[src/rtl/rsa_stream_ctrl.sv]
// Byte-stream front end for an RSA exponentiation core: loads P/E/M/Const LSB-first,
// runs the core until eoc, then streams the result back out LSB-first.
module rsa_stream_ctrl #(
    parameter int unsigned WIDTH = 8
) (
    input  logic             clk,
    input  logic             rstb,
    input  logic             abort,
    input  logic             in_valid,
    input  logic [7:0]       in_data,
    output logic             in_ready,
    output logic             out_valid,
    output logic [7:0]       out_data,
    input  logic             out_ready,
    output logic             busy,
    output logic             en,
    output logic [WIDTH-1:0] P,
    output logic [WIDTH-1:0] E,
    output logic [WIDTH-1:0] M,
    output logic [WIDTH-1:0] Const,
    input  logic             eoc,
    input  logic [WIDTH-1:0] C
);

    localparam int unsigned NBYTES = WIDTH / 8;
    localparam int unsigned LW     = (NBYTES > 1) ? $clog2(NBYTES) : 1;

    typedef enum logic [1:0] {StLoad, StRun, StDrain} state_e;

    state_e                 state_q, state_d;
    logic [LW-1:0]          lane_q, lane_d;
    logic [1:0]             sel_q, sel_d;
    logic [LW-1:0]          drain_q, drain_d;
    logic                   en_q, en_d;
    logic [3:0][WIDTH-1:0]  ops_q;
    logic [WIDTH-1:0]       shift_q;
    logic                   in_fire, out_fire;

    assign in_ready  = (state_q == StLoad);
    assign out_valid = (state_q == StDrain);
    assign busy      = (state_q == StRun) || (state_q == StDrain);
    assign en        = en_q;
    assign out_data  = shift_q[7:0];
    assign P         = ops_q[0];
    assign E         = ops_q[1];
    assign M         = ops_q[2];
    assign Const     = ops_q[3];
    assign in_fire   = in_valid && in_ready;
    assign out_fire  = out_valid && out_ready;

    always_comb begin
        state_d = state_q;
        lane_d  = lane_q;
        sel_d   = sel_q;
        drain_d = drain_q;
        en_d    = en_q;
        unique case (state_q)
            StLoad: begin
                if (in_fire) begin
                    if (lane_q == LW'(NBYTES - 1)) begin
                        lane_d = '0;
                        if (sel_q == 2'd3) begin
                            sel_d   = 2'd0;
                            state_d = StRun;
                            en_d    = 1'b1;
                        end else begin
                            sel_d = sel_q + 2'd1;
                        end
                    end else begin
                        lane_d = lane_q + LW'(1);
                    end
                end
            end
            StRun: begin
                if (eoc) begin
                    en_d    = 1'b0;
                    state_d = StDrain;
                end
            end
            StDrain: begin
                if (out_fire) begin
                    if (drain_q == LW'(NBYTES - 1)) begin
                        drain_d = '0;
                        state_d = StLoad;
                    end else begin
                        drain_d = drain_q + LW'(1);
                    end
                end
            end
            default: state_d = StLoad;
        endcase
        // abort outranks any transfer or eoc seen in the same cycle
        if (abort) begin
            state_d = StLoad;
            lane_d  = '0;
            sel_d   = 2'd0;
            drain_d = '0;
            en_d    = 1'b0;
        end
    end

    always_ff @(posedge clk or negedge rstb) begin
        if (!rstb) begin
            state_q <= StLoad;
            lane_q  <= '0;
            sel_q   <= 2'd0;
            drain_q <= '0;
            en_q    <= 1'b0;
        end else begin
            state_q <= state_d;
            lane_q  <= lane_d;
            sel_q   <= sel_d;
            drain_q <= drain_d;
            en_q    <= en_d;
        end
    end

    always_ff @(posedge clk or negedge rstb) begin
        if (!rstb) begin
            ops_q   <= '0;
            shift_q <= '0;
        end else if (!abort) begin
            if (in_fire) begin
                for (int i = 0; i < NBYTES; i++) begin
                    if (lane_q == LW'(i)) begin
                        ops_q[sel_q][i*8 +: 8] <= in_data;
                    end
                end
            end
            if (state_q == StRun && eoc) begin
                shift_q <= C;
            end else if (out_fire) begin
                shift_q <= shift_q >> 8;
            end
        end
    end

endmodule

[config.mk]
export PLATFORM = sky130hd
export DESIGN_NAME = rsa_stream_ctrl
export DESIGN_NICKNAME = d
export VERILOG_FILES = /design/src/rtl/rsa_stream_ctrl.sv
export SDC_FILE = /design/constraint.sdc
export NUM_CORES = 1
export LEC_CHECK = 0
export ABC_AREA = 0
export BUFFER_PORTS_ARGS = -buffer_cell sky130_fd_sc_hd__buf_2
export CORE_MARGIN = 2
export CORE_UTILIZATION = 39
export CTS_CLUSTER_SIZE = 20
export DETAILED_ROUTE_END_ITERATION = 10
export RECOVER_POWER = 100
export SYNTH_ARGS = -nofsm -noshare
export SYNTH_HDL_FRONTEND = slang
export SYNTH_SLANG_ARGS = --single-unit
[constraint.sdc]
create_clock -name clk -period 4.1 [get_ports clk]
set_clock_uncertainty 0.05 [all_clocks]
set_input_delay 0.615 -clock clk [delete_from_list [all_inputs] [get_ports clk]]
set_output_delay 0.615 -clock clk [all_outputs]
set_load 0.05 [all_outputs]
# Yosys cells after proc, flatten, opt, wreduce, memory -nomap -nowiden
# Index checks and enable logic that the tools add are counted.
# word_totals
out_inout_bits	44
word_cells	78
inputBits	22
regBits	47
# classes
n_lt_le_gt_ge	2
n_reduce_logical	19
eq_ne	10
muxes	32
bitwise	2
n_addsub	3
# op_table
op	count
32-bit bitwise mux	1
2-bit two-way mux	12
8-bit two-way mux	3
8-bit demux with 2-bit select	1
1-bit two-way mux	13
2-bit nonzero test	5
3-bit by 2-bit != test with 1-bit output, second input constant	3
3-bit != test, second input constant	3
2-bit one-hot mux with 3 select lines	1
2-bit AND reduction	3
3-bit AND reduction	2
6-bit AND reduction	1
5-bit AND reduction	1
2-bit equality test, second input constant	2
1-bit logical AND	4
2-bit by 3-bit < comparator with 1-bit output, second input constant	1
3-bit nonzero test	1
1-bit adder, second input constant	2
2-bit by 1-bit adder with 2-bit output, second input constant	1
2-bit by 1-bit equality test with 1-bit output, second input constant	1
2-bit by 1-bit >= comparator with 1-bit output, second input constant	1
2-bit zero test	1
2-bit != test, second input constant	1
1-bit NOT	2
2 further kinds	2

# Logic depth before layout (Yosys ltp)
# Gate-level depths: netlist of the first run.
# depth
word_depth	6
ltp_mapped	6
mapped_depth_nobuf	5

# Least setup slack after synthesis of the first run
# OpenSTA, ideal clock, no wires.
# synth_timing
path_kind	reg2reg
from	register state_q[0]
to	register ops_q (netlist bit Const[0])
period_less_slack_ns	2.104
required_ns	3.925
t_arrival_ns	1.929
n_path_buf	1
stages_incl_launch_ff	7
setup_time_ns	0.125
path_slack_ns	1.996
path_cell_list	dfrtp_1 inv_1 ha_1 inv_2 or3_4 buf_6 mux2_4
# synth_via
elab_chain_cells	3
# synth_lines
element	line	text
start, declared	30	state_e state_q, state_d;
start signal, assigned	104	state_q <= StLoad;
start signal, assigned	110	state_q <= state_d;
2-bit zero test	39	assign in_ready = (state_q == StLoad);
named net in_ready	11	output logic in_ready,
1-bit logical AND	48	assign in_fire = in_valid && in_ready;
3-bit AND reduction (no source line)	-	
end signal, assigned by index	126	ops_q[sel_q][i*8 +: 8] <= in_data;
end, declared	35	logic [3:0][WIDTH-1:0] ops_q;
# The timed path passes the listed nets, and every way through them passes these cells.
# A chain may end at the register's enable or synchronous reset.

==> flow_metrics.tcl, run 1 <==
set metrics [dict create \
    syn_avg_cell_area_um2 14.60 \
    synth_top_family_by_area "multiplexers" \
    final.period_utilization_pct 58.38 \
    ys_types 25 \
    drive_gt1_share_pct 26.37 \
    postCtsSetupBuffers 0 \
    leakage_nw 1.100 \
    die_h_um 74.04 \
    cp_top_family "buffers and inverters" \
    p_seq_share_pct 38.5 \
    r2r-start "state_q[1]" \
    violations "capacitance limit, slew limit" \
    gp_congestion 0.8396 \
    grt_start_max_net_pins 46 \
    cp_max_fo 45 \
    drv_slew 46 \
    cts_buffer_depth 2 \
    worstSetupPathType "in2async" \
    fin_crit_ns 2.394 \
    grt_pass1_vias 1305 \
    initial_core_util_pct 40.50 \
    regArea_um2 1126 \
    post_cts_resized 0 \
    synth-xor-area-share_pct 0 \
    clockPowerShare_pct 25.3 \
    reg2regPathDepth 5 \
    dp_hpwl_um 2812 \
    dp_slack_ns 2.249 \
    required_ns 3.97 \
    synthMuxAreaShare_pct 21.45 \
    root_buffer "clkbuf_8" \
    hp-class "reg2reg" \
    io_pins 66 \
    power_density_nw_per_um2 655.3 \
    yosys_warnings 0 \
    syn_area_um2 1913 \
    grt_remaining_overflow 0 \
    clk_pin_slew_ns 0.08 \
    setup_violations 0 \
    maxCapViolations 1 \
    max-slew-margin-rel_pct -55.51 \
    final_cell_mix "dfrtp_1 (45), clkbuf_1 (45), mux2_2 (23)" \
    drtIter0Drc 68 \
    portBuffers 65 \
    power_switching_w 0.0006319 \
    whs_path_depth 1 \
    crit_buf_inv 1 \
    post-route-util_pct 49.51 \
    dieArea_um2 5482 \
    synth_compound_area_share_pct 5.952 \
    cts.sinks 45 \
    setup_tns_ns 0 \
    holdBufCountCts 0 \
    cts_tree "yes" \
    drt-total-wl_um 3803 \
    synth-adder-area-share_pct 5.232 \
    ys_seq_elements 45 \
    power.internal_w 0.0009004 \
    status "complete, but fails checks" \
    multi_input_area_um2 706.9 \
    die_x_um 74.04 \
    worstSetupEndpointType "asynchronous set/reset pin" \
    antenna_cells 0 \
    clkLatencyLatePin_ns 0.29 \
    worstPathArrival_ns 2.27 \
    dr_total_vias 1296 \
    finalHoldViolCount 0 \
    antenna_found_initial 0 \
    cp_cell_sequence "clkbuf_1" \
    yosys.area_share.simple_pct 6.409 \
    grt_pass1_wl_um 6417 \
    synthCells 131 \
    min_from "E[6]" \
    ant_nets 0 \
    crit_path_top_delay_cell "clkbuf_1" \
    drc 0 \
    syn_nets 161 \
    fillers 433 \
    holdPathEnd "E[6]" \
    critPathLaunchType "primary input" \
    grt_setup_unrepaired "false" \
    ys_seq_area_share_pct 58.86 \
    timing.fmax_ghz 0.4178 \
    fin_nets 230 \
    wire_per_inst_um 14.19 \
    coreArea_um2 4723 \
    switching_share_pct 41.24 \
    grtUsageTotal_pct 15.68 \
    routed_via_density 4.836 \
    rrSetupSlack_ns 2.09 \
    numCtsBuffers 5 \
    slowest_delay_ns 1.63 \
    combPwrFrac_pct 36.2 \
    placementRows 25 \
    cts_max_level 2 \
    synthToLayoutAreaGrowth_pct 22.24 \
    r2r_end "Const[1]" \
    first_pass_iters 2 \
    tightest_slew_ns 2.333 \
    setup_slack_ns 1.706 \
    ir_drop_mv 0.2597 \
]
-- power by group through the flow --
stage          Sequential, W  Combinational (W)  Clock, W
4_1_cts             0.000590           0.000600  0.000399
2_1_floorplan       0.000937           0.000110         0
3_5_place_dp        0.000598           0.000600         0
5_1_grt             0.000608           0.000583  0.000418
6_report            0.000591           0.000554  0.000388
3_3_place_gp        0.000594           0.000593         0
-- cell usage after synthesis (all sizes together) --
master	instances	area share [%]
dfrtp	45	59
mux2	32	20
nand2	9	2.2
a22o	8	3.7
ha	8	5.2
inv	5	0.98
nand2b	4	1.3
buf	3	1.1
nor2	3	0.59
a31oi	2	0.65
mux2i	2	1.0
nand3	2	0.52
or3	2	0.98
a21o	1	0.39
a21oi	1	0.26
a311oi	1	0.46
and2	1	0.33
and3b	1	0.52
o211a	1	0.52
-- registers in the layout (all words and copies together), names as in the netlist --
| register | count |
|---|---|
| Const | 8 |
| en | 1 |
| state_q | 2 |
| M | 8 |
| P | 8 |
| sel_q | 2 |
| out_data | 8 |
| E | 8 |
-- metal layers --
metal	vias to the layer above	GRT usage [%]	wire length (um)
met2	57	24.60	1702
met3	9	6.504	365
met4	0	4.444	48
met1	624	20.11	1686
met5	-	0	0
li1	606	-	-
-- layout make-up --
type                       instances  share of cell area (%)
timing repair buffer              65                   11.50
multi-input combinational         78                   30.23
tap                               67                   3.585
inverter                           5                  0.8026
clock buffer                       5                   2.943
clock inverter                     3                   2.782
sequential                        45                   48.15
-- worst max path at each step --
stage	startpoint	end	cells past startpoint
floorplan	state_q[0]	Const[0]	6
global placement	abort	P[4]	4
finish	rstb	Const[6]	1
global route	rstb	M[3]	1
CTS	state_q[1]	in_ready	3
detailed placement	abort	P[7]	4
-- cells by family after synthesis --
logic type,count (synthesis)
AOI/OAI and AO/OA,14
muxes,34
DFF,45
and+or+nand+nor,22
buffers and inverters,8
adders and majority gates,8
-- metrics by stage --
stage / power, W / area [um^2] / hold slack (ns) / instances
after global placement: 0.001187 / 2301 / 0.4184 / 260
after global routing: 0.001609 / 2338 / 0.4660 / 268
after CTS: 0.001588 / 2435 / 0.4483 / 268
after floorplan: 0.001047 / 1913 / 0.2694 / 131
final: 0.001532 / 2338 / 0.4461 / 268
after detailed placement: 0.001198 / 2301 / 0.4287 / 260
Power figures use the tool's default switching activity.
==> run 2, diff against run 1 <==
==> constraint.sdc (replaced) <==
create_clock -name clk -period 2.3 [get_ports clk]
set_clock_uncertainty 0.05 [all_clocks]
set_input_delay 0.345 -clock clk [delete_from_list [all_inputs] [get_ports clk]]
set_output_delay 0.345 -clock clk [all_outputs]
set_load 0.05 [all_outputs]
==> run 2 against run 1 <==
Net effect: the flow now finishes without violations; hold slack worse by 0.23 ns; sequential share of layout area grew 0.57 points; wire length grew 4.0%; worst setup slack worse by 1.4 ns; final cell count rose by 0.75%; non-clock buffer count is 2 higher; via count grew 1.1%; sequential power grew 79%.
==> flow_metrics.tcl, run 2 (synthesized netlist as in run 1, its figures left out) <==
set metrics [dict create \
    fin_cells 270 \
    cts_buffer_depth 2 \
    maxCapViolations 0 \
    coreArea_um2 4723 \
    power_density_nw_per_um2 1087 \
    clkLatencyLatePin_ns 0.29 \
    routed_via_density 4.852 \
    cts_max_level 2 \
    die_x_um 74.04 \
    initial_core_util_pct 40.50 \
    grt_setup_unrepaired "false" \
    drtIter0Drc 27 \
    root_buffer "clkbuf_8" \
    cts.sinks 45 \
    final.period_utilization_pct 85.91 \
    synthToLayoutAreaGrowth_pct 20.80 \
    antenna_found_initial 0 \
    leakage_nw 1.082 \
    worstPathArrival_ns 1.58 \
    tightest_slew_ns 0.6622 \
    post-place-cells 261 \
    setup_tns_ns 0 \
    layout_commonest_cell "clkbuf_1" \
    postCtsSetupBuffers 0 \
    ir_drop_mv 0.4874 \
    ant_nets 0 \
    cts_tree "yes" \
    wire_per_inst_um 14.66 \
    placementRows 25 \
    grt_pass1_wl_um 6561 \
    gp_congestion 0.8673 \
    critPathLaunchType "flip-flop" \
    dieArea_um2 5482 \
    die_h_um 74.04 \
    fin_nets 232 \
    portBuffers 65 \
    drt-total-wl_um 3957 \
    holdBufCountCts 1 \
    drive_gt1_share_pct 26.11 \
    dr_total_vias 1310 \
    grtUsageTotal_pct 16.02 \
    dp_hpwl_um 2942 \
    cp_max_fo 6 \
    worstSetupPathType "reg2out" \
    worstSetupEndpointType "output pin" \
    grt_remaining_overflow 0 \
    max-slew-margin-rel_pct 55.85 \
    status "finished, final reports clean" \
    drc 0 \
    fin_crit_ns 1.976 \
    numCtsBuffers 5 \
    setup_violations 0 \
    io_pins 66 \
    post_cts_resized 0 \
    hp-class "in2reg" \
    grt_pass1_vias 1345 \
    drv_slew 0 \
    clk_pin_slew_ns 0.08 \
    final_cell_mix "clkbuf_1 (47), dfrtp_1 (45), mux2_2 (23)" \
    finalHoldViolCount 0 \
    antenna_cells 0 \
    grt_start_max_net_pins 35 \
    required_ns 1.90 \
    timing.fmax_ghz 0.5061 \
    first_pass_iters 4 \
]
-- run 2: changes by cell type in the layout (fill, tap and decap cells not counted), sizes merged --
cell,change
clkbuf,+2
buf,+1
clkinvlp,+1
bufinv,-2
clkinv,-1
dlygate4sd3,+1
-- run 2: worst max-delay path: stages, from the launching register on --
cell and delay [ns]:
dfrtp_1 0.42, inv_1 0.10, ha_1 0.26, clkbuf_1 0.50
-- run 2: path summary, 6_finish.rpt --
check,cells after the start,to,slack (ns),from
setup / recovery,3,in_ready,0.32,state_q[0]
hold / removal,2,out_data[0],0.22,C[0]
setup reg to reg,5,M[7],0.36,state_q[0]
hold reg to reg,1,E[6],0.45,E[6]
max in group asynchronous,3,P[0],0.77,rstb
min in group asynchronous,2,en,0.55,rstb
-- run 2: cell type report --
type                    count  area, um^2
inverters                   5       18.77
clock inverters             1       7.507
multi-input cells          78       711.9
clock buffers               7       76.32
flip-flops and latches     45        1126
well taps                  67       83.83
fillers                   438        2412
repair buffers             67       286.5
-- run 2: per-layer routing --
| metal | routed length (um) | up-vias | GRT usage, % | part of all wire [%] |
|---|---|---|---|---|
| li1 | - | 607 | - | - |
| met1 | 1663 | 643 | 19.27 | 42 |
| met2 | 1911 | 53 | 27.18 | 48 |
| met3 | 341 | 7 | 5.962 | 8.6 |
| met4 | 40 | 0 | 4.242 | 1.0 |
| met5 | 0 | - | 0 | 0 |
-- run 2: power breakdown --
group / internal, W / leakage (nW) / switching, W
Sequential: 0.000964 / 0.578 / 0.0000932
Clock: 0.000215 / 0.0385 / 0.000248
Combinational: 0.000213 / 0.465 / 0.000780
-- run 2: per-stage QoR --
stage / power, W / hold WS (ns) / util (%) / worst slack (ns) / area [um^2]
after floorplan: 0.001867 / -0.0005911 / - / 0.1955 / 1913
after global placement: 0.002116 / 0.1866 / 48.87 / 0.5465 / 2308
after detailed placement: 0.002139 / 0.1896 / 48.87 / 0.4555 / 2308
after CTS: 0.002612 / 0.2069 / 50.86 / 0.4389 / 2402
after global routing: 0.002645 / 0.2099 / 48.93 / 0.2159 / 2311
final: 0.002512 / 0.2181 / 48.93 / 0.3240 / 2311
==> run 3, diff against run 2 <==
--- a/config.mk
+++ b/config.mk
@@ -8,7 +8,7 @@
 export ABC_AREA = 0
 export BUFFER_PORTS_ARGS = -buffer_cell sky130_fd_sc_hd__buf_2
 export CORE_MARGIN = 2
-export CORE_UTILIZATION = 39
+export CORE_UTILIZATION = 30
 export CTS_CLUSTER_SIZE = 20
 export DETAILED_ROUTE_END_ITERATION = 10
 export RECOVER_POWER = 100
==> constraint.sdc (replaced) <==
create_clock -name clk -period 2.2 [get_ports clk]
set_clock_uncertainty 0.05 [all_clocks]
set_input_delay 0.33 -clock clk [delete_from_list [all_inputs] [get_ports clk]]
set_output_delay 0.33 -clock clk [all_outputs]
set_load 0.05 [all_outputs]
==> run 3 against run 2 <==
Net effect: the flow now finishes with violations (capacitance limit, slew limit); design area rose by 0.38%; combinational power rose by 4%; clock power rose by 11%; wire length fell by 3.5%; die area rose by 28%; critical path type unchanged; critical endpoint unchanged; largest power group unchanged.
==> flow_metrics.tcl, run 3 (synthesized netlist as in run 1, its figures left out) <==
set metrics [dict create \
    drive_gt1_share_pct 26.60 \
    crit_path_start "state_q[0]" \
    setup_tns_ns 0 \
    finalHoldViolCount 0 \
    postCtsSetupBuffers 0 \
    die_h_um 83.86 \
    cts_buffer_depth 2 \
    layout_commonest_cell "clkbuf_1" \
    ant_nets 0 \
    clk_pin_slew_ns 0.09 \
    fin_crit_ns 1.936 \
    slowest_delay_ns 0.51 \
    portBuffers 65 \
    grt_pass1_vias 1284 \
    grt_pass1_wl_um 6375 \
    fin_nets 232 \
    worstSetupEndpointType "output pin" \
    holdBufCountCts 0 \
    grt_setup_unrepaired "false" \
    routed_via_density 4.521 \
    fin_cells 280 \
    required_ns 1.82 \
    coreArea_um2 6241 \
    numCtsBuffers 5 \
    status "complete, but fails checks" \
    drt-total-wl_um 3819 \
    io_pins 66 \
    worstSetupPathType "reg2out" \
    grtUsageTotal_pct 11.40 \
    placementRows 29 \
    placed_area_um2 2328 \
    worstPathArrival_ns 1.56 \
    dp_hpwl_um 2888 \
    wire_per_inst_um 13.64 \
    drtIter0Drc 42 \
    dieArea_um2 7032 \
    die_x_um 83.86 \
    tightest_slew_ns 1.689 \
    power_density_nw_per_um2 1142 \
    hp-class "in2reg" \
    rrSetupSlack_ns 0.34 \
    regArea_um2 1126 \
    post-place-cells 272 \
    cp_top_family "buffers and inverters" \
    r2r-start "state_q[0]" \
    post_cts_resized 0 \
    cts.sinks 45 \
    crit_buf_inv 2 \
    final.period_utilization_pct 87.99 \
    synthToLayoutAreaGrowth_pct 21.26 \
    root_buffer "clkbuf_8" \
    leakage_nw 1.081 \
    final_area_um2 2320 \
    drc 0 \
    cts_max_level 2 \
    initial_core_util_pct 30.65 \
    cp_max_fo 6 \
    min_from "C[1]" \
    crit_path_top_delay_cell "clkbuf_1" \
    violations "capacitance limit, slew limit" \
    max-slew-margin-rel_pct -12.59 \
    grt_remaining_overflow 0 \
    setup_violations 0 \
    grt_start_max_net_pins 33 \
    timing.fmax_ghz 0.5166 \
    dr_total_vias 1266 \
    ir_drop_mv 0.5547 \
    drv_slew 33 \
    clkLatencyLatePin_ns 0.29 \
    maxCapViolations 1 \
    first_pass_iters 4 \
    antenna_cells 0 \
    multi_input_area_um2 711.9 \
    cts_tree "yes" \
    fillers 630 \
    final_cell_mix "clkbuf_1 (47), dfrtp_1 (45), mux2_2 (23)" \
    cp_cell_sequence "inv_1 > ha_1 > clkbuf_1" \
    antenna_found_initial 0 \
    gp_congestion 0.7072 \
    critPathLaunchType "flip-flop" \
]
run 3: cell types whose count changed in the layout (fill, tap and decap cells not counted), sizes merged:
cell         previous run  this run
buf                    21        20
clkinv                  0         1
dlygate4sd3             1         0
inv                     5         6
run 3: path summary, 6_finish.rpt:
| check | endpoint | cells after the start |
|---|---|---|
| setup / recovery | in_ready | 3 |
| hold / removal | out_data[1] | 2 |
| setup reg to reg | P[1] | 5 |
| hold reg to reg | M[1] | 1 |
| max in group asynchronous | Const[0] | 2 |
| min in group asynchronous | P[5] | 1 |
run 3: stage by stage:
step	setup slack (ns)	power [W]	hold slack, ns	util [%]
4_1_cts	0.3795	0.002753	0.04742	38.75
3_3_place_gp	0.4314	0.002217	0.3797	37.31
2_1_floorplan	0.09554	0.001952	-0.01559	-
5_1_grt	0.1680	0.002775	0.1835	37.17
6_report	0.2642	0.002649	0.2019	37.17
3_5_place_dp	0.3870	0.002229	0.3752	37.31
run 3: layer usage:
layer | vias up | part of all wire, % | GRT usage, %
li1 | 605 | - | -
met1 | 605 | 50 | 16.15
met2 | 51 | 41 | 16.87
met3 | 5 | 8.0 | 3.956
met4 | 0 | 0.89 | 2.639
met5 | - | 0 | 0
run 3: area by class of cell:
type,instances,area share [%]
clock buffer,5,2.967
timing repair buffer,67,11.92
inverter,5,0.8091
clock inverter,3,0.9169
sequential,45,48.54
multi-input combinational,78,30.69
tap,77,4.153
run 3: report_power, final:
group | switching (W) | internal (W) | leakage (nW)
registers | 0.0000980 | 0.00101 | 0.578
clock network | 0.000289 | 0.000226 | 0.0445
logic | 0.000808 | 0.000221 | 0.458
